### config.mk
export PLATFORM = sky130hd
export DESIGN_NAME = counter_sequencer_4bit
export DESIGN_NICKNAME = d
export VERILOG_FILES = /design/src/rtl/counter_sequencer_4bit.sv
export SDC_FILE = /design/constraint.sdc
export NUM_CORES = 1
export LEC_CHECK = 0
export ABC_AREA = 0
export CAP_MARGIN = 20
export CORE_MARGIN = 2
export CORE_UTILIZATION = 58
export CTS_CLUSTER_DIAMETER = 120
export CTS_CLUSTER_SIZE = 40
export DETAILED_ROUTE_END_ITERATION = 6
export HOLD_SLACK_MARGIN = 0.06
export PLACE_DENSITY = 0.84
export SYNTH_ARGS = -nofsm -noshare
export SYNTH_HDL_FRONTEND = slang
export SYNTH_SLANG_ARGS = --single-unit
### constraint.sdc
create_clock -name clock -period 4.4 [get_ports clock]
set_clock_uncertainty 0.15 [all_clocks]
set_input_delay 1.1 -clock clock [delete_from_list [all_inputs] [get_ports clock]]
set_output_delay 1.1 -clock clock [all_outputs]
set_load 0.1 [all_outputs]
### src/rtl/counter_sequencer_4bit.sv
// Command-driven sequencer for a WIDTH-bit up/down counter with a prescaled step rate.
// Optional macro COUNTER_SEQ_AUTORELOAD_EN: stay in RUN and reload the count after each target hit.
module counter_sequencer_4bit #(
    parameter int WIDTH    = 4,
    parameter int PRESCALE = 1
) (
    input  logic             clock,
    input  logic             reset_n,
    input  logic             cmd_valid,
    output logic             cmd_ready,
    input  logic [1:0]       cmd_op,
    input  logic [WIDTH-1:0] cmd_data,
    output logic [WIDTH-1:0] count,
    output logic             dir,
    output logic             busy,
    output logic             done,
    output logic             cmd_err
);

    typedef enum logic [1:0] {
        ST_IDLE = 2'b00,
        ST_RUN  = 2'b01,
        ST_DONE = 2'b10
    } state_t;

    localparam logic [1:0]       OP_STOP  = 2'b00;
    localparam logic [1:0]       OP_LOAD  = 2'b01;
    localparam logic [1:0]       OP_UP    = 2'b10;
    localparam logic [1:0]       OP_DOWN  = 2'b11;
    localparam logic [7:0]       PRE_LAST = 8'(PRESCALE - 1);
    localparam logic [WIDTH-1:0] ONE      = {{(WIDTH-1){1'b0}}, 1'b1};

    state_t           state_q, state_d;
    logic [WIDTH-1:0] count_q, count_d;
    logic [WIDTH-1:0] target_q, target_d;
    logic [WIDTH-1:0] reload_q, reload_d;
    logic [7:0]       prescaler_q, prescaler_d;
    logic             dir_q, dir_d;
    logic             busy_q, busy_d;
    logic             done_q, done_d;
    logic             cmd_err_q, cmd_err_d;
    logic             accept_s;
    logic             tick_s;
    logic [WIDTH-1:0] next_val_s;

    function automatic logic [WIDTH-1:0] step_count(input logic [WIDTH-1:0] c, input logic up);
        return up ? (c + ONE) : (c - ONE);
    endfunction

    assign cmd_ready = (state_q != ST_DONE);
    assign accept_s  = cmd_valid && cmd_ready;
    assign tick_s    = (prescaler_q == PRE_LAST);

    // Value the count takes on the next tick; a count sitting on target reloads in periodic mode.
`ifdef COUNTER_SEQ_AUTORELOAD_EN
    assign next_val_s = (count_q == target_q) ? reload_q : step_count(count_q, dir_q);
`else
    assign next_val_s = step_count(count_q, dir_q);
`endif

    // Next-state and next-output decode for the IDLE/RUN/DONE sequencer.
    always_comb begin
        state_d     = state_q;
        count_d     = count_q;
        target_d    = target_q;
        reload_d    = reload_q;
        prescaler_d = prescaler_q;
        dir_d       = dir_q;
        done_d      = 1'b0;
        cmd_err_d   = 1'b0;
        case (state_q)
            ST_IDLE: begin
                if (accept_s) begin
                    case (cmd_op)
                        OP_LOAD: begin
                            count_d  = cmd_data;
                            reload_d = cmd_data;
                        end
                        OP_UP, OP_DOWN: begin
                            target_d    = cmd_data;
                            dir_d       = ~cmd_op[0];
                            prescaler_d = 8'd0;
                            if (cmd_data == count_q) begin
                                state_d = ST_DONE;
                                done_d  = 1'b1;
                            end else begin
                                state_d = ST_RUN;
                            end
                        end
                        default: begin
                            state_d = ST_IDLE;
                        end
                    endcase
                end else begin
                    state_d = ST_IDLE;
                end
            end
            ST_RUN: begin
                // STOP beats a simultaneous tick, so the pending step is simply discarded.
                if (accept_s && (cmd_op == OP_STOP)) begin
                    state_d     = ST_IDLE;
                    prescaler_d = 8'd0;
                end else begin
                    cmd_err_d = accept_s;
                    if (tick_s) begin
                        prescaler_d = 8'd0;
                        count_d     = next_val_s;
                        if (next_val_s == target_q) begin
                            done_d = 1'b1;
`ifndef COUNTER_SEQ_AUTORELOAD_EN
                            state_d = ST_DONE;
`endif
                        end else begin
                            done_d = 1'b0;
                        end
                    end else begin
                        prescaler_d = prescaler_q + 8'd1;
                    end
                end
            end
            ST_DONE: begin
                state_d = ST_IDLE;
            end
            default: begin
                state_d = ST_IDLE;
            end
        endcase
        busy_d = (state_d == ST_RUN);
    end

    // State and output registers with asynchronous active-low reset.
    always_ff @(posedge clock or negedge reset_n) begin
        if (!reset_n) begin
            state_q     <= ST_IDLE;
            count_q     <= {WIDTH{1'b0}};
            target_q    <= {WIDTH{1'b0}};
            reload_q    <= {WIDTH{1'b0}};
            prescaler_q <= 8'd0;
            dir_q       <= 1'b0;
            busy_q      <= 1'b0;
            done_q      <= 1'b0;
            cmd_err_q   <= 1'b0;
        end else begin
            state_q     <= state_d;
            count_q     <= count_d;
            target_q    <= target_d;
            reload_q    <= reload_d;
            prescaler_q <= prescaler_d;
            dir_q       <= dir_d;
            busy_q      <= busy_d;
            done_q      <= done_d;
            cmd_err_q   <= cmd_err_d;
        end
    end

    assign count   = count_q;
    assign dir     = dir_q;
    assign busy    = busy_q;
    assign done    = done_q;
    assign cmd_err = cmd_err_q;

endmodule

# == Word level (Yosys, flattened, before mapping) ==
# Cells that the tools add are included.
# totals
reg_bits,22
input_bits,9
output_inout_bits,9
wordCells,62
# classes
n_addsub,3
eq_ne,13
mux,27
n_bitwise,1
reduce_logical,10
# ops
operator,n
$mux W8,4
$mux W4,5
$pmux W8 S2,1
$mux W2,5
$add A8 B1 Y8 const B,1
$eq A4 B4 Y1,2
$logic_not A8 Y1,1
$mux W1,8
$ne A2 B2 Y1 const B,4
$pmux W2 S2,2
$pmux W4 S2,1
$eq A2 B1 Y1 const B,3
$reduce_and A3 Y1,2
$reduce_and A5 Y1,1
$add A4 B1 Y4 const B,1
$eq A2 B2 Y1 const B,2
$logic_not A2 Y1,2
$ne A2 B1 Y1 const B,2
$sub A4 B1 Y4 const B,1
$logic_and A1 B1 Y1,2
$pmux W1 S2,1
$reduce_bool A2 Y1,1
$reduce_or A2 Y1,1
$not A1 Y1,1

# == Logic depth before layout (Yosys ltp) ==
# Gate-level depths: netlist of the first run.
# logic_depth
word_depth,8
mapped_depth,6

# == Worst setup path after synthesis of the first run ==
# OpenSTA, ideal clock, no wires.
# synth_path
kind,reg-to-reg
startpoint,"register dir_q, in the netlist dir"
endpoint,"register done_q, in the netlist done"
setup_time_ps,120
arrival_time_ps,2494
required_time_ps,4130
slack_ps,1637
path_stages_with_launch,7
n_path_buf,0
cell_sequence,dfrtp_1 -> inv_1 -> ha_1 -> nand3_1 -> and2_1 -> xnor3_1 -> a31o_1
# synth_between
elab_chain_cells,6
# synth_rtl
element,line_no,source
"start, declared",38,"logic dir_q, dir_d;"
"start signal, assigned",149,dir_q <= dir_d;
$mux W4,47,return up ? (c + ONE) : (c - ONE);
$eq A4 B4 Y1,108,if (next_val_s == target_q) begin
$mux W1,108,
$mux W1,105,if (tick_s) begin
$mux W1,100,if (accept_s && (cmd_op == OP_STOP)) begin
$pmux W1 S2,71,case (state_q)
named net done_d,40,"logic done_q, done_d;"
"end signal, assigned",151,done_q <= done_d;
"end, declared",40,
# The timed path passes the listed nets, and every way through them passes these cells.
# A chain may end at the register's enable or synchronous reset.

# == Worst setup path after layout of the first run ==
# layout_path
startpoint,register state_q[1]
endpoint,output port cmd_ready
# layout_between
elab_chain_cells,1
# layout_rtl
element,line_no,source
"start, declared",33,"state_t state_q, state_d;"
"start signal, assigned",144,state_q <= state_d;
$ne A2 B2 Y1,50,assign cmd_ready = (state_q != ST_DONE);
"end, declared",10,"output logic cmd_ready,"
# Every way passes these cells.

==> results of run 1 <==
-- flip-flops by register name, indices dropped and copies added (netlist names) --
name	count
dir	1
prescaler_q	8
busy	1
done	1
cmd_err	1
count	4
target_q	4
state_q	2
-- area by class of cell --
class                           count  share of cell area [%]
Clock inverter                      1                    1.86
Sequential cell                    22                    34.1
Tap cell                           28                    2.17
Multi-Input combinational cell     99                    46.9
Inverter                            6                    1.39
Timing Repair Buffer               18                    12.2
Clock buffer                        3                    1.39
-- logic make-up after synthesis --
| logic type | Yosys count | share of synthesized area [%] |
|---|---|---|
| flip-flops | 22 | 40.9 |
| AND/OR/NAND/NOR | 48 | 21.2 |
| buffers and inverters | 10 | 2.79 |
| XOR/XNOR | 17 | 12.1 |
| multiplexers | 6 | 4.93 |
| AO/OA/AOI/OAI | 23 | 12.9 |
| adder cells (fa/ha/maj) | 5 | 5.20 |
-- Yosys cell counts, types with 2 or more instances --
cell type  count  area, µm²
xnor2_1       15        131
a31o_1         2       17.5
a21oi_2        3       26.3
nor4_1         2       12.5
a21oi_1        4       20.0
clkbuf_1       4       15.0
o21ai_0        3       15.0
inv_1          6       22.5
o211ai_1       2       15.0
nand2_1        8       30.0
dfrtp_1       22        551
mux2_2         4       45.0
nor2_1        10       37.5
and2_1         2       12.5
nor3b_1        2       15.0
nor4b_1        2       17.5
nor3_1         5       25.0
ha_1           4       50.1
a221oi_1       2       17.5
nand4_1        2       12.5
nand2b_1       2       12.5
nand3_1        4       20.0
-- per-layer routing --
layer	global-route usage [%]	vias up	wire length, µm
met3	2.86	7	131
met1	36.3	514	1380
li1	-	512	-
met5	0	-	0
met2	39.7	35	1310
met4	10.7	0	74
-- critical path, cell delays in order, from the launching register on --
cell and delay (ns):
dfrtp_1 0.52, nand2b_1 0.12, clkdlybuf4s50_1 1.13
-- how the worst max path moves through the flow --
stage | startpoint | slack (ns) | end
2_1_floorplan | dir | 1.64 | done
3_3_place_gp | state_q[1] | 1.44 | cmd_ready
3_5_place_dp | state_q[1] | 1.43 | cmd_ready
4_1_cts | state_q[1] | 1.05 | cmd_ready
5_1_grt | state_q[1] | 0.97 | cmd_ready
6_report | state_q[1] | 1.06 | cmd_ready
-- through the flow --
step / area (µm²) / hold WS [ns] / setup WS (ns)
2_1_floorplan: 1350 / 0.335 / 1.64
3_3_place_gp: 1540 / 0.363 / 1.44
3_5_place_dp: 1540 / 0.374 / 1.43
4_1_cts: 1590 / 0.404 / 1.05
5_1_grt: 1620 / 0.424 / 0.973
6_report: 1620 / 0.400 / 1.06
==> summary.txt, run 1 <==
Status
  – Status: finished clean

Synth
  – Post-synthesis cell area: 0.00135 mm²
  – Post-synth EDFFs: 0
  – Post-Syn Nets: between 100 and 150
  – Flip-flop and latch count after synthesis: 22
  – YS warnings: 0
  – Sequential area share after synthesis: approximately 41%
  – Proportion of register bits with asynchronous set or reset after synthesis: 100%
  – Synthesized area divided by synthesized cell count: just over 10 µm²
  – Number of unique standard cell types used by synthesis: 43
  – Post-synthesis cell count: 131
  – Primary flip-flop cell chosen by synthesis mapping: dfrtp_1

Timing
  – F_max: between 200 and 300 MHz
  – Slew at the pin closest to its max-slew limit: around 1.0 ns
  – RSZ-0062 raised after global routing: no
  – Final max-slew violation count: 0
  – Final hold viol count: 0
  – Final setup violation count: 0
  – Period Utilization, post-route: 76.0%
  – Period minus WS final: 3.34 ns
  – Max-slew headroom at the worst pin: 32.7%
  – Aggregate negative setup slack: 0 ns

Route
  – Total iterations of the first detailed-routing run: 4
  – Remaining routing DRC violations: 0
  – First-iteration detailed-routing DRC count: 35
  – ANT nets after route: 0
  – Detailed-route vias per instance: just over 6
  – Wire length after detailed routing: 2890 µm
  – Routed wire per std cell: approximately 16 µm
  – Number of vias after detailed routing: 1068

GRT
  – All-Layer GR Usage: 25.5%
  – Number of antenna violations at the first check in global routing: 0
  – Wire length of the first global-routing pass: approximately 5000 µm
  – Number of global-route vias before repair: 1086
  – Global route total overflow: 0
  – Maximum number of pins on one net before global-route repair: 23

Clock tree
  – TritonCTS Buffers: 3
  – Library cell used as clock root buffer: clkbuf_4
  – Clock latency on the worst-skew pair: 0.32 ns
  – Clock tree from TritonCTS: yes
  – Setup Buffers After CTS: 0
  – CTS max path bufs: 2
  – H-tree level count: 1
  – # resized after CTS: 0
  – Clock-pin slew reported for the worst setup and hold paths after clock tree synthesis: ~0.14 ns
  – Quantity of hold-fixing buffers added after cts: 0
  – Clock tree sinks: 22

Setup path
  – Critical register-to-register path startpoint: dir
  – Largest driver fanout on the critical path: 12
  – Worst reg2reg setup slack: around 2.2 ns
  – Class of the most critical setup path: reg2out
  – Critical path required time: about 3.2 ns
  – Setup crit end kind: output port
  – Path depth of the worst reg2reg path: 6
  – Critical path launch point type: flip-flop
  – Capture instance of the worst register-to-register path: done
  – Data arrival time at the worst-slack endpoint: ~2.1 ns

Finish
  – Synth-to-layout area growth: 20.1%
  – Number of antenna repair diodes: 0
  – Area used by sequential logic in the layout: 551 µm²
  – Share of the core filled with cells: 73.1%
  – Commonest non-fill, non-tap cell in the layout: dfrtp_1
  – Final nets: between 150 and 200
  – Post-route non-filler standard cell count: roughly 180
  – Commonest cells after routing, fill and taps aside: dfrtp_1, clkdlybuf4s50_1, xnor2_1
  – Area of the multi-input gates: 758 µm²
  – Layout cells sized above 1: around 12%
  – Filler cell count in the final layout: 171

Floorplanning
  – CORE AREA: 0.00221 mm²
  – Effective utilization at floorplan: 60.9%
  – Height of the chip: between 50 and 60 µm
  – Floorplan die area: 0.00272 mm²
  – Top Ports: 18
  – DIE WIDTH: 52.2 µm
  – Floorplan row count: 17

Placement
  – Port Buf Inserts: 17
  – Number of instances in the placed design: 172
  – Detail Placement HPWL: about 2100 µm
  – Routability-driven placement congestion ratio: 0.810

Job
  – Reported max-cap violation count: 0

Min path
  – Launch point of the worst hold path: target_q[2]
  – Path type of the worst min-delay path: reg2reg
  – Hold Path Sink: target_q[2]
  – WHS Path Cells: 1
Power of run 1 is not shown: default switching activity piles up to over one toggle a cycle in this logic, so the estimate is an artifact.
==> inputs of run 2 (changes only) <==
Settings changed: CORE_UTILIZATION 58 to 49, PLACE_DENSITY 0.84 to 0.75.
Clock period 4.4 ns to 3 ns, I/O delays scaled along.
==> summary.txt, run 2 (synthesis gave the netlist of run 1 again) <==
Status
  – Status: finished clean

Floorplanning
  – CORE AREA: 0.00269 mm² (+21%)
  – Effective utilization at floorplan: 50.1% (-11 points)
  – Floorplan die area: 0.00318 mm² (+17%)
  – Height of the chip: 56.4 µm (+8.1%)
  – Floorplan row count: 19 (+2)
  – DIE WIDTH: 56.4 µm (+8.1%)
  – Top Ports: 18 (unchanged)

Placement
  – Number of instances in the placed design: 176 (+2.3%)
  – Port Buf Inserts: 17 (unchanged)
  – Detail Placement HPWL: 2250 µm (+7.3%)
  – Routability-driven placement congestion ratio: 0.837 (+3.4%)

Min path
  – WHS Path Cells: 1 (unchanged)
  – Path type of the worst min-delay path: reg2reg
  – Launch point of the worst hold path: target_q[3]
  – Hold Path Sink: target_q[3]

Clock tree
  – Setup Buffers After CTS: 0 (unchanged)
  – CTS max path bufs: 2 (unchanged)
  – H-tree level count: 1 (unchanged)
  – Clock latency on the worst-skew pair: 0.32 ns (about the same)
  – Clock-pin slew reported for the worst setup and hold paths after clock tree synthesis: 0.12 ns (-0.02 ns)
  – # resized after CTS: 0 (unchanged)
  – TritonCTS Buffers: 3 (unchanged)
  – Quantity of hold-fixing buffers added after cts: 0 (unchanged)
  – Library cell used as clock root buffer: clkbuf_4
  – Clock tree from TritonCTS: yes
  – Clock tree sinks: 22 (unchanged)

GRT
  – Number of global-route vias before repair: 1029 (-5.2%)
  – Wire length of the first global-routing pass: 4860 µm (-4.2%)
  – Maximum number of pins on one net before global-route repair: 23 (unchanged)
  – Number of antenna violations at the first check in global routing: 0 (unchanged)
  – Global route total overflow: 0 (unchanged)
  – All-Layer GR Usage: 20.2% (-5.3 points)

Timing
  – Max-slew headroom at the worst pin: 64.9% (+32 points)
  – Period minus WS final: roughly 2.2 ns
  – Final setup violation count: 0 (unchanged)
  – Final max-slew violation count: 0 (unchanged)
  – Final hold viol count: 0 (unchanged)
  – Period Utilization, post-route: around 74%
  – RSZ-0062 raised after global routing: no
  – F_max: 449 MHz
  – Slew at the pin closest to its max-slew limit: 0.527 ns (-0.479 ns)
  – Aggregate negative setup slack: 0 ns (unchanged)

Finish
  – Share of the core filled with cells: 58.1% (-15 points)
  – Filler cell count in the final layout: 226 (+32%)
  – Layout cells sized above 1: 18.1% (+6.0 points)
  – Flip-flop count of the largest register, all copies and words added: 8 (unchanged)
  – Number of antenna repair diodes: 0 (unchanged)
  – Post-route non-filler standard cell count: 180 (+1.7%)
  – Synth-to-layout area growth: 16.0%
  – Commonest non-fill, non-tap cell in the layout: dfrtp_1
  – Commonest cells after routing, fill and taps aside: dfrtp_1, xnor2_1, nor2_1, buf_4
  – Final nets: 164 (unchanged)
  – Reg with most FFs: prescaler_q

Setup path
  – Worst reg2reg setup slack: 0.77 ns (-1.38 ns)
  – Critical register-to-register path startpoint: dir
  – Critical path launch point type: flip-flop
  – Largest driver fanout on the critical path: 5 (-7)
  – Capture instance of the worst register-to-register path: state_q[1]
  – Path depth of the worst reg2reg path: 6 (unchanged)
  – Critical path required time: 3.07 ns (-0.08 ns)
  – Class of the most critical setup path: reg2reg
  – Setup crit end kind: flip-flop
  – Data arrival time at the worst-slack endpoint: 2.30 ns (+0.21 ns)

Route
  – Detailed-route vias per instance: 5.77 (-4.3%)
  – Wire length after detailed routing: 2960 µm (+2.5%)
  – Remaining routing DRC violations: 0 (unchanged)
  – Routed wire per std cell: 16.5 µm (+0.75%)
  – Total iterations of the first detailed-routing run: 4 (unchanged)
  – First-iteration detailed-routing DRC count: 39 (+11%)
  – Number of vias after detailed routing: 1039 (-2.7%)
  – ANT nets after route: 0 (unchanged)

Job
  – Reported max-cap violation count: 0 (unchanged)
==> run 2: cell types whose count changed in the layout (fill, tap and decap cells not counted) <==
cell             previous run  this run
clkbuf_8                    0         1
buf_4                       0        10
bufinv_16                   1         0
buf_16                      1         0
clkdlybuf4s50_1            17         8
==> run 2: layout make-up <==
class | instances | area [µm²] | share of cell area (%)
flip-flops and latches | 22 | 551 | 35.3
inverters | 6 | 22.5 | 1.44
repair buffers | 18 | 155 | 9.94
multi-input cells | 99 | 758 | 48.6
well taps | 31 | 38.8 | 2.48
clock buffers | 4 | 36.3 | 2.32
==> run 2: worst max-delay path, cell delays in order, from the launching register on <==
cell and delay (ns):
dfrtp_1 0.46, inv_1 0.14, ha_1 0.34, a21oi_1 0.16, and2_1 0.23, xnor3_1 0.40
a31o_1 0.24
==> run 2: worst max-delay path by stage <==
stage                      end      start
floorplan                 done        dir
global placement      count[2]  cmd_valid
detailed placement    count[2]  cmd_valid
CTS                 state_q[1]        dir
global route              busy   count[0]
finish              state_q[1]        dir
==> run 2: metrics by stage <==
stage / hold WS, ns / setup slack (ns) / area, µm²
floorplan: 0.304 / 0.237 / 1350
global placement: 0.364 / 0.493 / 1530
detailed placement: 0.369 / 0.457 / 1530
CTS: 0.398 / 0.761 / 1560
global route: 0.422 / 0.593 / 1560
finish: 0.393 / 0.771 / 1560
==> run 2: metal layers <==
| layer | global-route usage (%) | wire (µm) | vias up |
|---|---|---|---|
| met1 | 25.4 | 1290 | 505 |
| met4 | 8.16 | 46 | 0 |
| li1 | - | - | 509 |
| met2 | 34.5 | 1530 | 20 |
| met5 | 0 | 0 | - |
| met3 | 3.23 | 95 | 5 |
Power of run 2 is left out for the same reason.
==> RTL change 1 (settings of run 2) <==
Set the parameter `WIDTH` to 6 (it was 4).
--- a/src/rtl/counter_sequencer_4bit.sv
+++ b/src/rtl/counter_sequencer_4bit.sv
@@ -1,7 +1,7 @@
 // Command-driven sequencer for a WIDTH-bit up/down counter with a prescaled step rate.
 // Optional macro COUNTER_SEQ_AUTORELOAD_EN: stay in RUN and reload the count after each target hit.
 module counter_sequencer_4bit #(
-    parameter int WIDTH    = 4,
+    parameter int WIDTH    = 6,
     parameter int PRESCALE = 1
 ) (
     input  logic             clock,
Interface: changed (resized cmd_data and count); port bits go from 18 to 22. No check against the original RTL was run, so the function may have changed too.
==> RTL change 1 against run 2 <==
Global-route usage shrank 1.5 points. Cell area rose by 19%. Area after synthesis is 18% higher. Setup slack worse by 0.36 ns. Largest cell class unchanged. Core utilization grew 2.2 points. Sequential cell count rose by 4. Wire length grew 5.4%. Sequential share of layout area decreased by 0.19 points.
Power is not shown: default switching activity piles up to over one toggle a cycle in this logic, so the estimate is an artifact.
==> RTL change 1: results (changes against run 2) <==
- The multiplexer area fraction after synthesis was 4.882% (was 4.926%).
- The layout buffering overhead excluding clock cells was 10.65% (was 9.936%).
- The delay of the slowest cell on the worst path is 0.49 ns (was 0.46 ns).
- The maximum number of pins on one net before global-route repair is 27 (was 23).
- Run status: finished clean (unchanged).
- The buffer count excluding the clock tree in the final layout is 23 (was 18).
- The number of distinct library cell variants in the gate-level netlist after synthesis is 40 (was 43).
- The sequential element share of the synthesized area was 40.94% (was 40.89%).
- The worst hold path startpoint was prescaler_q[0]$_DFFE_PN0P_ (was target_q[3]$_DFFE_PN0P_).
- Main area contributors after synthesis: sky130_fd_sc_hd__dfrtp_1 41%, sky130_fd_sc_hd__xor2_1 6.6%, sky130_fd_sc_hd__xnor2_1 5.0% (was sky130_fd_sc_hd__dfrtp_1 41%, sky130_fd_sc_hd__xnor2_1 9.8%, sky130_fd_sc_hd__ha_1 3.7%).
- The cell row count is 20 (was 19).
- The post-route core utilization is 60.28% (was 58.13%).
- The violation count after the first detailed-route iteration is 43 (was 39).
- The detailed placer's ending HPWL is 2.488 mm (was 2.252 mm).
- The hold path endpoint is prescaler_q[0]$_DFFE_PN0P_ (was target_q[3]$_DFFE_PN0P_).
- The slack of the worst reg-to-reg path is 0.41 ns (was 0.77 ns).
- The endpoint of the worst register-to-register path was state_q[0]$_DFF_PN0_ (was state_q[1]$_DFF_PN0_).
- The family with the most delay on the worst path is compound AO/OA/AOI/OAI gates (was flip-flops).
- The aggregate routed wire length is 3.122 mm (was 2.963 mm).
- The final hold slack was 0.3872 ns (was 0.3930 ns).
- The first-pass GRT wire length is 5.106 mm (was 4.857 mm).
- The multi-input gate count is 120 (was 99).
- The via count of the first global-routing pass is 1164 (was 1029).
- The share of cells above drive strength 1 is 18.44% (was 18.12%).
- The fill cell instance count of the final layout is 269 (was 226).
- The count of input and output buffers came to 21 (was 17).
- The area fraction in compound gates after synthesis is 13.31% (was 12.92%).
- The clock transition time at the flip-flop clock pins of the worst setup and hold paths came to 0.14 ns (was 0.12 ns).
- The synthesized-area fraction occupied by adder cells is 5.984% (was 5.204%).
- The XOR/XNOR share of the synthesized area is 14.41% (was 12.08%).
## RTL change 1: cell types whose count changed in the layout (fill, tap and decap cells not counted), sizes merged, moves of 3 or more
cell,run 2,this run
xnor2,15,9
and3,1,5
buf,10,13
nor2,10,19
xor2,1,12
dfrtp,22,26
## RTL change 1: layer usage
metal / global-route usage, % / vias to the layer above / share of wire, %
met2: 29.95 / 27 / 45
met1: 26.61 / 588 / 50
met5: 0 / - / 0
li1: - / 598 / -
met4: 4.658 / 0 / 0.45
met3: 2.559 / 2 / 4.4
## RTL change 1: worst max-delay path by stage
stage,endpoint,depth (start not counted),from
detailed placement,count[0]$_DFFE_PN0P_,6,cmd_op[1]
global placement,count[0]$_DFFE_PN0P_,6,cmd_op[1]
global route,state_q[0]$_DFF_PN0_,7,dir$_DFFE_PN0P_
floorplan,busy$_DFF_PN0_,7,dir$_DFFE_PN0P_
finish,state_q[0]$_DFF_PN0_,7,dir$_DFFE_PN0P_
CTS,state_q[0]$_DFF_PN0_,7,dir$_DFFE_PN0P_
==> RTL change 2 (settings of run 2) <==
Made on the original files. Encoding of `state_t`: now one-hot (3 bits for 3 states).
--- a/src/rtl/counter_sequencer_4bit.sv
+++ b/src/rtl/counter_sequencer_4bit.sv
@@ -17,10 +17,10 @@
     output logic             cmd_err
 );
 
-    typedef enum logic [1:0] {
-        ST_IDLE = 2'b00,
-        ST_RUN  = 2'b01,
-        ST_DONE = 2'b10
+    typedef enum logic [2:0] {
+        ST_IDLE = 3'b001,
+        ST_RUN  = 3'b010,
+        ST_DONE = 3'b100
     } state_t;
 
     localparam logic [1:0]       OP_STOP  = 2'b00;
Check against the original RTL: no difference found for any inputs over 10 cycles, from zero or initial values and one cycle with reset_n low; not proved beyond that.
==> RTL change 2 against run 2 <==
Die area is 3.9% higher. Cell count is 4.4% higher. Cell area is 3.2% higher. Maximum frequency is 14% lower. Non-clock buffer count is 1 higher. Setup slack worse by 0.37 ns. Wire length is 7.8% higher. Sequential cell count is 1 higher. First-iteration DRC count is 54% higher. Area after synthesis is 4.2% higher.
==> RTL change 2: results (changes against run 2) <==
- Run status: finished clean (unchanged).
- The number of distinct library cell variants in the gate-level netlist after synthesis is 47 (was 43).
- The maximum number of pins on one net before global-route repair is 24 (was 23).
- The net count reported at finish came to 172 (was 164).
- The total via count in the routed design is 1168 (was 1039).
- The storage element area is 576.8 µm² (was 550.5 µm²).
- The arrival time at the worst endpoint was 2.64 ns (was 2.30 ns).
- The weighted congestion reported at the end of routability-driven placement is 0.7652 (was 0.8372).
- The buffer count excluding the clock tree in the final layout is 19 (was 18).
- The delay of the slowest cell on the worst path is 0.52 ns (was 0.46 ns).
- The post-synthesis register bit count is 23 (was 22).
- The violation count after the first detailed-route iteration came to 60 (was 39).
- The instance area after placement came to 1584 µm² (was 1525 µm²).
- Main area contributors after synthesis: sky130_fd_sc_hd__dfrtp_1 39%, sky130_fd_sc_hd__xnor2_1 5.0%, sky130_fd_sc_hd__ha_1 3.6% (was sky130_fd_sc_hd__dfrtp_1 41%, sky130_fd_sc_hd__xnor2_1 9.8%, sky130_fd_sc_hd__ha_1 3.7%).
- The critical-path maximum fanout is 7 (was 5).
- Ranking of synthesized cells by instance count: 22 x sky130_fd_sc_hd__dfrtp_1, 8 x sky130_fd_sc_hd__nand2_1, 8 x sky130_fd_sc_hd__nor2_1, 8 x sky130_fd_sc_hd__xnor2_1, 7 x sky130_fd_sc_hd__inv_1 (was 22 x sky130_fd_sc_hd__dfrtp_1, 15 x sky130_fd_sc_hd__xnor2_1, 10 x sky130_fd_sc_hd__nor2_1, 8 x sky130_fd_sc_hd__nand2_1, 6 x sky130_fd_sc_hd__inv_1).
- The final standard cell area without fillers is 1612 µm² (was 1562 µm²).
- The first-pass GRT wire length is 5.244 mm (was 4.857 mm).
- The sequential element share of the synthesized area is 41.12% (was 40.89%).
- The multi-input gate count is 104 (was 99).
- The worst max-slew margin expressed relative to the limit is 62.45% (was 64.90%).
- The share of cells above drive strength 1 is 15.29% (was 18.12%).
- The aggregate routed wire length is 3.193 mm (was 2.963 mm).
- The average routed wire per standard cell is 16.98 µm (was 16.46 µm).
- The endpoint of the worst register-to-register path was busy$_DFF_PN0_ (was state_q[1]$_DFF_PN0_).
- The number of placed instances, taps included is 184 (was 176).
- The fill cell instance count of the final layout is 239 (was 226).
- The critical path capture point is busy$_DFF_PN0_ (was state_q[1]$_DFF_PN0_).
- The slack of the worst reg-to-reg path was 0.40 ns (was 0.77 ns).
- The family with the most delay on the worst path is compound AO/OA/AOI/OAI gates (was flip-flops).
- The worst slack after detailed placement is 0.2190 ns (was 0.4574 ns).
[RTL change 2: per-layer routing]
metal	GRT usage, %	up-vias	wire, µm
li1	-	551	-
met1	24.38	581	1368
met2	36.69	27	1626
met3	2.721	9	102
met4	9.967	0	95
met5	0	-	0
[RTL change 2: logic make-up (layout without fill, tap and decap cells)]
family	after synthesis	in the layout	share of synthesized area (%)
multiplexers	6	6	4.728
buffers and inverters	12	30	3.300
XOR/XNOR	14	14	9.723
adder cells (fa/ha/maj)	5	5	4.996
AND/OR/NAND/NOR	47	47	19.27
AO/OA/AOI/OAI	32	32	16.86
flip-flops	23	23	41.12
[RTL change 2: how the worst min path moves through the flow]
stage / start / end / slack [ns] / cells past startpoint
2_1_floorplan: reset_n / busy$_DFF_PN0_ / 0.30 / 0
3_3_place_gp: target_q[3]$_DFFE_PN0P_ / target_q[3]$_DFFE_PN0P_ / 0.36 / 1
3_5_place_dp: target_q[0]$_DFFE_PN0P_ / target_q[0]$_DFFE_PN0P_ / 0.37 / 1
4_1_cts: target_q[0]$_DFFE_PN0P_ / target_q[0]$_DFFE_PN0P_ / 0.40 / 1
5_1_grt: target_q[1]$_DFFE_PN0P_ / target_q[1]$_DFFE_PN0P_ / 0.41 / 1
6_report: target_q[0]$_DFFE_PN0P_ / target_q[0]$_DFFE_PN0P_ / 0.40 / 1
[RTL change 2: power breakdown]
part	internal, µW	switching (µW)	leakage, µW	total (µW)
clock network	50.0	99.9	0.0000177	150
registers	394	109	0.000294	502
logic	335	666	0.000349	1000
[RTL change 2: per-stage QoR]
| stage | hold WS [ns] | utilization (%) |
|---|---|---|
| floorplan | 0.3044 | - |
| global placement | 0.3621 | 57.94 |
| detailed placement | 0.3719 | 57.94 |
| CTS | 0.4022 | 58.95 |
| global route | 0.4135 | 58.95 |
| finish | 0.3969 | 58.95 |
